$ cat config.mk
export PLATFORM = sky130hd
export DESIGN_NAME = beep_alarm_sched
export DESIGN_NICKNAME = d
export VERILOG_FILES = /design/src/rtl/beep_alarm_sched.sv
export SDC_FILE = /design/constraint.sdc
export NUM_CORES = 1
export LEC_CHECK = 0
export BUFFER_PORTS_ARGS = -buffer_cell sky130_fd_sc_hd__buf_2
export CAP_MARGIN = 20
export CORE_MARGIN = 4
export CORE_UTILIZATION = 65
export CTS_CLUSTER_DIAMETER = 200
export DETAILED_ROUTE_END_ITERATION = 8
export GPL_ROUTABILITY_DRIVEN = 1
export PLACE_DENSITY = 0.86
export SLEW_MARGIN = 0
export SYNTH_ARGS = -nofsm -noshare
export SYNTH_HDL_FRONTEND = slang
export SYNTH_SLANG_ARGS = --single-unit
$ cat constraint.sdc
create_clock -name clk -period 7 [get_ports clk]
set_input_delay 1.4 -clock clk [delete_from_list [all_inputs] [get_ports clk]]
set_output_delay 1.4 -clock clk [all_outputs]
set_load 0.01 [all_outputs]
$ cat src/rtl/beep_alarm_sched.sv
// ---------------------------------------------------------------------------
// beep_alarm_sched
// Alarm scheduler that sits in front of the beep tone generator. It picks one
// of four level alarm requests by fixed priority, with bit 3 the highest. While
// that request holds, it drives a cadence: BURSTS tone bursts separated by
// OFF_CYC silent cycles, then a GAP_CYC silent gap, and the group repeats.
// An acknowledge mutes the active alarm until its request drops.
//
// Ports
//   clk         system clock
//   rst_n       asynchronous active-low reset
//   req[3:0]    level alarm requests, bit 3 = highest priority
//   ack         single-cycle acknowledge pulse (mutes the active alarm)
//   beep_en     tone enable, high only during bursts
//   beep_state  3-bit tone select (TONE_MAP code of active_id, 000 when idle)
//   active_id   index of the alarm being sounded
//   busy        high whenever the scheduler is not idle
//   mute[3:0]   per-requester mute flags
// ---------------------------------------------------------------------------
module beep_alarm_sched #(
    parameter int          ON_CYC   = 50,
    parameter int          OFF_CYC  = 50,
    parameter int          BURSTS   = 3,
    parameter int          GAP_CYC  = 200,
    parameter int          CNT_W    = 16,
    parameter logic [11:0] TONE_MAP = 12'o4321
) (
    input  logic       clk,
    input  logic       rst_n,
    input  logic [3:0] req,
    input  logic       ack,
    output logic       beep_en,
    output logic [2:0] beep_state,
    output logic [1:0] active_id,
    output logic       busy,
    output logic [3:0] mute
);

    typedef enum logic [1:0] {
        ST_IDLE = 2'd0,
        ST_ON   = 2'd1,
        ST_OFF  = 2'd2,
        ST_GAP  = 2'd3
    } state_t;

    // Index of the highest set bit; 0 when nothing is set (callers check for that).
    function automatic logic [1:0] winner_f(input logic [3:0] v);
        logic [1:0] w;
        if (v[3])      w = 2'd3;
        else if (v[2]) w = 2'd2;
        else if (v[1]) w = 2'd1;
        else           w = 2'd0;
        return w;
    endfunction

    // Tone code assigned to a requester index.
    function automatic logic [2:0] tone_f(input logic [1:0] id);
        logic [2:0] t;
        case (id)
            2'd0:    t = TONE_MAP[2:0];
            2'd1:    t = TONE_MAP[5:3];
            2'd2:    t = TONE_MAP[8:6];
            2'd3:    t = TONE_MAP[11:9];
            default: t = 3'b000;
        endcase
        return t;
    endfunction

    state_t           state_r, state_n_s;
    logic [1:0]       active_id_r, id_n_s;
    logic [CNT_W-1:0] cnt_r, cnt_n_s;
    logic [CNT_W-1:0] burst_r, burst_n_s;
    logic [3:0]       mute_r, mute_n_s;
    logic             beep_en_r, busy_r;
    logic [2:0]       beep_state_r;

    logic [3:0]       ack_mask_s;
    logic [3:0]       elig_s;
    logic [1:0]       win_s;
    logic             active_ok_s;

    // Arbitration view: an ack in this cycle already counts as a mute, so a
    // higher request arriving with the ack can take over on the same edge.
    always_comb begin
        if ((state_r != ST_IDLE) && ack) begin
            ack_mask_s = 4'b0001 << active_id_r;
        end else begin
            ack_mask_s = 4'b0000;
        end
        elig_s      = req & ~mute_r & ~ack_mask_s;
        win_s       = winner_f(elig_s);
        active_ok_s = req[active_id_r] & ~mute_r[active_id_r];
        // A mute is only kept while its request is still present.
        mute_n_s    = (mute_r | ack_mask_s) & req;
    end

    // Next-state and counter logic.
    always_comb begin
        state_n_s = state_r;
        id_n_s    = active_id_r;
        cnt_n_s   = cnt_r + {{(CNT_W-1){1'b0}}, 1'b1};
        burst_n_s = burst_r;
        case (state_r)
            ST_IDLE: begin
                cnt_n_s   = {CNT_W{1'b0}};
                burst_n_s = {CNT_W{1'b0}};
                if (elig_s != 4'b0000) begin
                    state_n_s = ST_ON;
                    id_n_s    = win_s;
                end else begin
                    state_n_s = ST_IDLE;
                end
            end
            default: begin
                if (!active_ok_s) begin
                    // Active request gone: always pass through IDLE before re-arbitrating.
                    state_n_s = ST_IDLE;
                    cnt_n_s   = {CNT_W{1'b0}};
                    burst_n_s = {CNT_W{1'b0}};
                end else if ((elig_s != 4'b0000) && (win_s > active_id_r)) begin
                    state_n_s = ST_ON;
                    id_n_s    = win_s;
                    cnt_n_s   = {CNT_W{1'b0}};
                    burst_n_s = {CNT_W{1'b0}};
                end else if (ack) begin
                    state_n_s = ST_IDLE;
                    cnt_n_s   = {CNT_W{1'b0}};
                    burst_n_s = {CNT_W{1'b0}};
                end else begin
                    case (state_r)
                        ST_ON: begin
                            if (cnt_r == CNT_W'(ON_CYC - 1)) begin
                                cnt_n_s = {CNT_W{1'b0}};
                                if ((burst_r + {{(CNT_W-1){1'b0}}, 1'b1}) < CNT_W'(BURSTS)) begin
                                    state_n_s = ST_OFF;
                                end else begin
                                    state_n_s = ST_GAP;
                                    burst_n_s = {CNT_W{1'b0}};
                                end
                            end else begin
                                state_n_s = ST_ON;
                            end
                        end
                        ST_OFF: begin
                            if (cnt_r == CNT_W'(OFF_CYC - 1)) begin
                                state_n_s = ST_ON;
                                cnt_n_s   = {CNT_W{1'b0}};
                                burst_n_s = burst_r + {{(CNT_W-1){1'b0}}, 1'b1};
                            end else begin
                                state_n_s = ST_OFF;
                            end
                        end
                        ST_GAP: begin
                            if (cnt_r == CNT_W'(GAP_CYC - 1)) begin
                                state_n_s = ST_ON;
                                cnt_n_s   = {CNT_W{1'b0}};
                            end else begin
                                state_n_s = ST_GAP;
                            end
                        end
                        default: begin
                            state_n_s = ST_IDLE;
                            cnt_n_s   = {CNT_W{1'b0}};
                            burst_n_s = {CNT_W{1'b0}};
                        end
                    endcase
                end
            end
        endcase
    end

    // State registers; outputs are registered from the next state so they
    // line up with the state they describe.
    always_ff @(posedge clk or negedge rst_n) begin
        if (!rst_n) begin
            state_r      <= ST_IDLE;
            active_id_r  <= 2'd0;
            cnt_r        <= {CNT_W{1'b0}};
            burst_r      <= {CNT_W{1'b0}};
            mute_r       <= 4'b0000;
            beep_en_r    <= 1'b0;
            beep_state_r <= 3'b000;
            busy_r       <= 1'b0;
        end else begin
            state_r      <= state_n_s;
            active_id_r  <= id_n_s;
            cnt_r        <= cnt_n_s;
            burst_r      <= burst_n_s;
            mute_r       <= mute_n_s;
            beep_en_r    <= (state_n_s == ST_ON);
            beep_state_r <= (state_n_s != ST_IDLE) ? tone_f(id_n_s) : 3'b000;
            busy_r       <= (state_n_s != ST_IDLE);
        end
    end

    assign beep_en    = beep_en_r;
    assign beep_state = beep_state_r;
    assign active_id  = active_id_r;
    assign busy       = busy_r;
    assign mute       = mute_r;

endmodule

After elaboration in Yosys (flattened, before gate mapping). Index checks and enable logic that the tools add are counted.

Flip-flop bits (word level): 45. Bits of input ports: 7. Output and inout port bits: 11. Logic and storage cells: 83.

$add $sub $neg: 2. $lt $le $gt $ge: 3. Eq/ne operators: 13. Shifts and indexed selects: 1. Multiplexer cells: 39. Bitwise logic cells: 8. Reduce and logical (&&, ||, !) cells: 9.

Operators by type and width (count): 2-to-1 mux 16 bit (13); one-hot mux 16 bit (3 select lines) (1); adder 16 x 1 -> 16 bit, second input constant (2); one-hot mux 16 bit (2 select lines) (1); 2-to-1 mux 2 bit (13); != test 6 bit, second input constant (3); equality test 16 x 6 -> 1 bit, second input constant (1); equality test 16 x 8 -> 1 bit, second input constant (1); < comparator 16 x 2 -> 1 bit, second input constant (1); AND 4 bit (3); one-hot mux 3 bit (4 select lines) (1); equality test 2 bit, second input constant (4); NOT 4 bit (2); equality test 2 x 1 -> 1 bit, second input constant (3); one-hot mux 2 bit (3 select lines) (1); 2-to-1 mux 1 bit (5); != test 5 x 4 -> 1 bit, second input constant (1); binary-select mux 1 bit (select 2 bit) (2); zero test 2 bit (2); 2-to-1 mux 4 bit (1); OR 4 bit (1); AND reduction 4 bit (1); nonzero test 2 bit (2); nonzero test 4 bit (1); 8 further kinds (9).

Longest topological paths before layout.
Depth after elaboration: 16. Depth in mapped cells: 16. Depth with buffers taken out: 15.

Least setup slack after synthesis. No wires, ideal clock.

Kind: input -> register. Start point: input ack. End point: register burst_r[11]. Library setup time: 124 ps. Arrival time: 3826 ps. Required time: 6876 ps. Path slack: 3050 ps. Stages on the path: 11. Path through: and4bb_2 nor2_1 o32a_1 ha_1 a222oi_1 a22o_1 or3_1 clkbuf_1 nor2_1 a22o_1 a211o_1.

Word-level cells in the longest chain between the ends: 12.

Ends and longest elaborated chain: from (decl) (RTL line 31) `input logic ack,`; parallel branches: the longest is 12 deep, another holds greater-than comparator 2 bit; to (signal assigned) (RTL line 179) `burst_r <= {CNT_W{1'b0}};`; to (signal assigned) (RTL line 188) `burst_r <= burst_n_s;`; to (decl) (RTL line 72) `logic [CNT_W-1:0] burst_r, burst_n_s;`.

Parallel ways; which one is timed is not known. A chain may end at the register's enable or synchronous reset.

Worst setup path in the final report. Ends and elaborated chain as after synthesis.

==> results.py <==
metrics = {
    "clocking": {
        "cts_sinks": 45,
        "cts.clk_slew.worst_paths_ps": 80,
        "clock_path_buffers": 2,
        "cts_buffers": 5,
        "cts_root_buf": "clkbuf_8",
        "postCtsSetupBuffers": 0,
        "cts_tree": "yes",
        "holdBufCountCts": 0,
        "cts-htree-levels": 2,
        "cts_resized": 0,
        "clk_latency_ps": 300,
    },
    "placement": {
        "hpwl_microns": 4509,
        "portBuffers": 17,
        "dp_slack_ps": 2752,
        "dp.cells": 392,
        "place_congestion": 0.8741,
        "place_area_sq_mm": 0.003112,
    },
    "worst_setup_path": {
        "cpPeakStageDelay_ps": 380,
        "worst-r2r-setup-slack_ps": 3140,
        "crit_path_start_kind": "primary input",
        "critPathKind": "primary input to register",
        "critPathMaxFanout": 8,
        "required_ps": 7190,
        "cp_data_arrival_time_ps": 4160,
        "crit_slowest_cell": "a222oi_1",
        "crit_family": "compound AO/OA/AOI/OAI gates",
        "critPathBufInv": 1,
        "worstSetupEndpointType": "register",
        "crit_chain": "buf_2, and4bb_2, nor2_1, o32a_1, ha_1, a222oi_1, a22o_1, or3_1, nor2_1, a22o_1, a211o_1",
    },
    "die": {
        "num_io_pins": 18,
        "die_x_microns": 76.65,
        "rows": 24,
        "core-area_sq_mm": 0.004444,
        "start_util_pct": 68.92,
        "die_y_microns": 76.65,
        "die-area_sq_mm": 0.005874,
    },
    "routing": {
        "drc": 0,
        "first_pass_iters": 5,
        "wl_per_cell_microns": 16.07,
        "postRouteAntennaNets": 0,
        "drt_iter0_markers": 201,
        "routed_wl_microns": 6426,
        "num_vias": 2634,
        "via_per_inst": 6.585,
    },
    "sta": {
        "period_needed_ps": 3976,
        "setup_slack_ps": 3024,
        "drv_slew": 0,
        "worst_pin_slew_ps": 640.8,
        "max_freq_mhz": 251.5,
        "rsz0062_at_grt": "false",
        "final-hold-violation-count": 0,
        "tns_ps": 0,
        "skew_ps": 8.361,
        "timing.final.crit_share_pct": 56.80,
        "max_slew_margin_pct": 57.28,
        "finalSetupViolCount": 0,
    },
    "min_path": {
        "hold_path.class": "register to register",
    },
    "logic_synthesis": {
        "synthArstFlopShare_pct": 100.0,
        "synth_top_family_by_area": "simple AND/OR/NAND/NOR gates",
        "synthAdderAreaFrac_pct": 4.902,
        "synthMuxAreaShare_pct": 0.7353,
        "synth.yosys.seq_area_share_pct": 36.76,
        "synth_cell_types": 65,
        "netlist_instances": 344,
        "synth_xor_area_share_pct": 5.147,
        "synth_area_sq_mm": 0.003063,
        "syn_nets": 363,
        "yosys_warnings": 0,
        "synth_compound_area_share_pct": 19.36,
        "synthSimpleGateAreaFrac_pct": 28.19,
        "synth-seq-cells": 45,
        "syn_avg_cell_area_sq_um": 8.904,
        "synth-main-ff-cell": "dfrtp_1",
        "synth_enable_flop_cells": 0,
    },
    "pwr": {
        "p_seq_share_pct": 37.6,
        "p_sw_uw": 301.1,
        "cellPowerDensity_mw_per_mm2": 251.5,
        "vdd_drop_max_v": 0.0002759,
        "leakagePower_uw": 0.001425,
        "p_int_uw": 512.7,
        "switching_share_pct": 37.00,
        "p_comb_share_pct": 39.2,
        "power.total_uw": 813.8,
        "clock_power_share_pct": 23.1,
    },
    "layout": {
        "layout-drive-gt1-share_pct": 12.36,
        "nFillCells": 321,
        "multi_input_area_sq_mm": 0.001787,
        "final_cells": 400,
        "ff_latch_area_sq_mm": 0.001126,
        "antenna_cells": 0,
        "synthToLayoutAreaGrowth_pct": 5.637,
        "nets": 367,
        "design_area_sq_mm": 0.003236,
    },
    "grt": {
        "use_met1_pct": 31.56,
        "antenna_found_initial": 0,
        "grt_max_degree": 46,
        "grt.met3_usage_pct": 4.137,
        "met2_usage_pct": 38.75,
        "track_usage_pct": 23.59,
        "grt_pass1_vias": 2471,
        "grt_pass1_wl_microns": 11430,
        "grt-busiest-layer": "met2",
        "overflow": 0,
    },
    "run_status": {
        "status": "finished, final reports clean",
    },
    "flow_run": {
        "cap_violations": 0,
    },
}
==> worst reg2reg max path: cells and delay by family (launching register included) <==
| family | cells | cell delay [ps] |
|---|---|---|
| adder cells (fa/ha/maj) | 2 | 920 |
| buffers and inverters | 1 | 110 |
| flip-flops | 1 | 430 |
| AO/OA/AOI/OAI | 5 | 1650 |
| AND/OR/NAND/NOR | 3 | 660 |
==> kinds of logic (layout without fill, tap and decap cells) <==
group	count (synthesis)	after routing
XOR/XNOR	18	18
AND/OR/NAND/NOR	156	156
buffers and inverters	34	38
multiplexers	1	1
adder cells (fa/ha/maj)	12	12
flip-flops	45	45
AO/OA/AOI/OAI	78	78
==> final timing paths <==
check,startpoint,endpoint,cells after the start
setup / recovery,ack,burst_r[11],11
hold / removal,cnt_r[0],cnt_r[0],1
setup reg to reg,state_r[0],burst_r[11],11
hold reg to reg,cnt_r[0],cnt_r[0],1
max in group asynchronous,rst_n,cnt_r[8],2
min in group asynchronous,rst_n,burst_r[7],1
==> synthesized netlist by cell type, drive strengths merged, types with 7 or more instances <==
master   n  area share (%)
nand4   11             2.7
nor3     9             1.6
nand2b  10             2.0
ha      12             4.9
clkbuf  12             1.5
nand2   42             5.1
a21o    11             2.7
dfrtp   45              37
nand3   14             2.5
o21ai   12             2.1
nor2    28             3.5
buf      9             1.8
xor2    14             4.0
or4      7             1.8
a21oi    9             1.5
inv     13             1.6
nor4     9             2.2
a211oi   7             1.7
==> power groups by stage <==
stage,sequential [uW],clock (uW),combinational [uW]
6_report,306,188,319
5_1_grt,311,207,361
4_1_cts,306,193,315
3_5_place_dp,310,0,314
3_3_place_gp,310,0,304
2_1_floorplan,320,0,226
==> placed cells by master (no fill, tap or decap), drive strengths merged, types with 4 or more instances in the layout <==
master   count
dfrtp       45
nand2       42
nor2        28
buf         18
xor2        14
nand3       14
inv         13
ha          12
o21ai       12
a21o        11
nand4       11
nand2b      10
a21oi        9
nor3         9
nor4         9
a211oi       7
or4          7
clkbuf       5
xnor2        4
o2bb2ai      4
and4         4
o21a         4
==> stage by stage <==
step / utilization, % / hold slack, ps
2_1_floorplan: - / 452.9
3_3_place_gp: 70.02 / 474.0
3_5_place_dp: 70.02 / 478.5
4_1_cts: 72.35 / 489.3
5_1_grt: 72.80 / 513.6
6_report: 72.80 / 479.7
==> layout make-up <==
class	count	share of cell area, %
flip-flops and latches	45	34.80
repair buffers	18	3.248
clock buffers	5	2.127
clock inverters	2	1.083
well taps	52	2.011
inverters	13	1.508
multi-input cells	265	55.22
==> sequential cells by signal, indices dropped and copies added (netlist names) <==
signal	count
state_r	2
busy	1
beep_en	1
beep_state	3
burst_r	16
active_id	2
cnt_r	16
mute	4
==> metal layers <==
layer  wire length (microns)  part of all wire (%)
met1                    2847                    44
met2                    3179                    49
met3                     309                   4.8
met4                      89                   1.4
met5                       0                     0
No activity file was read; power rests on OpenSTA's default activity.
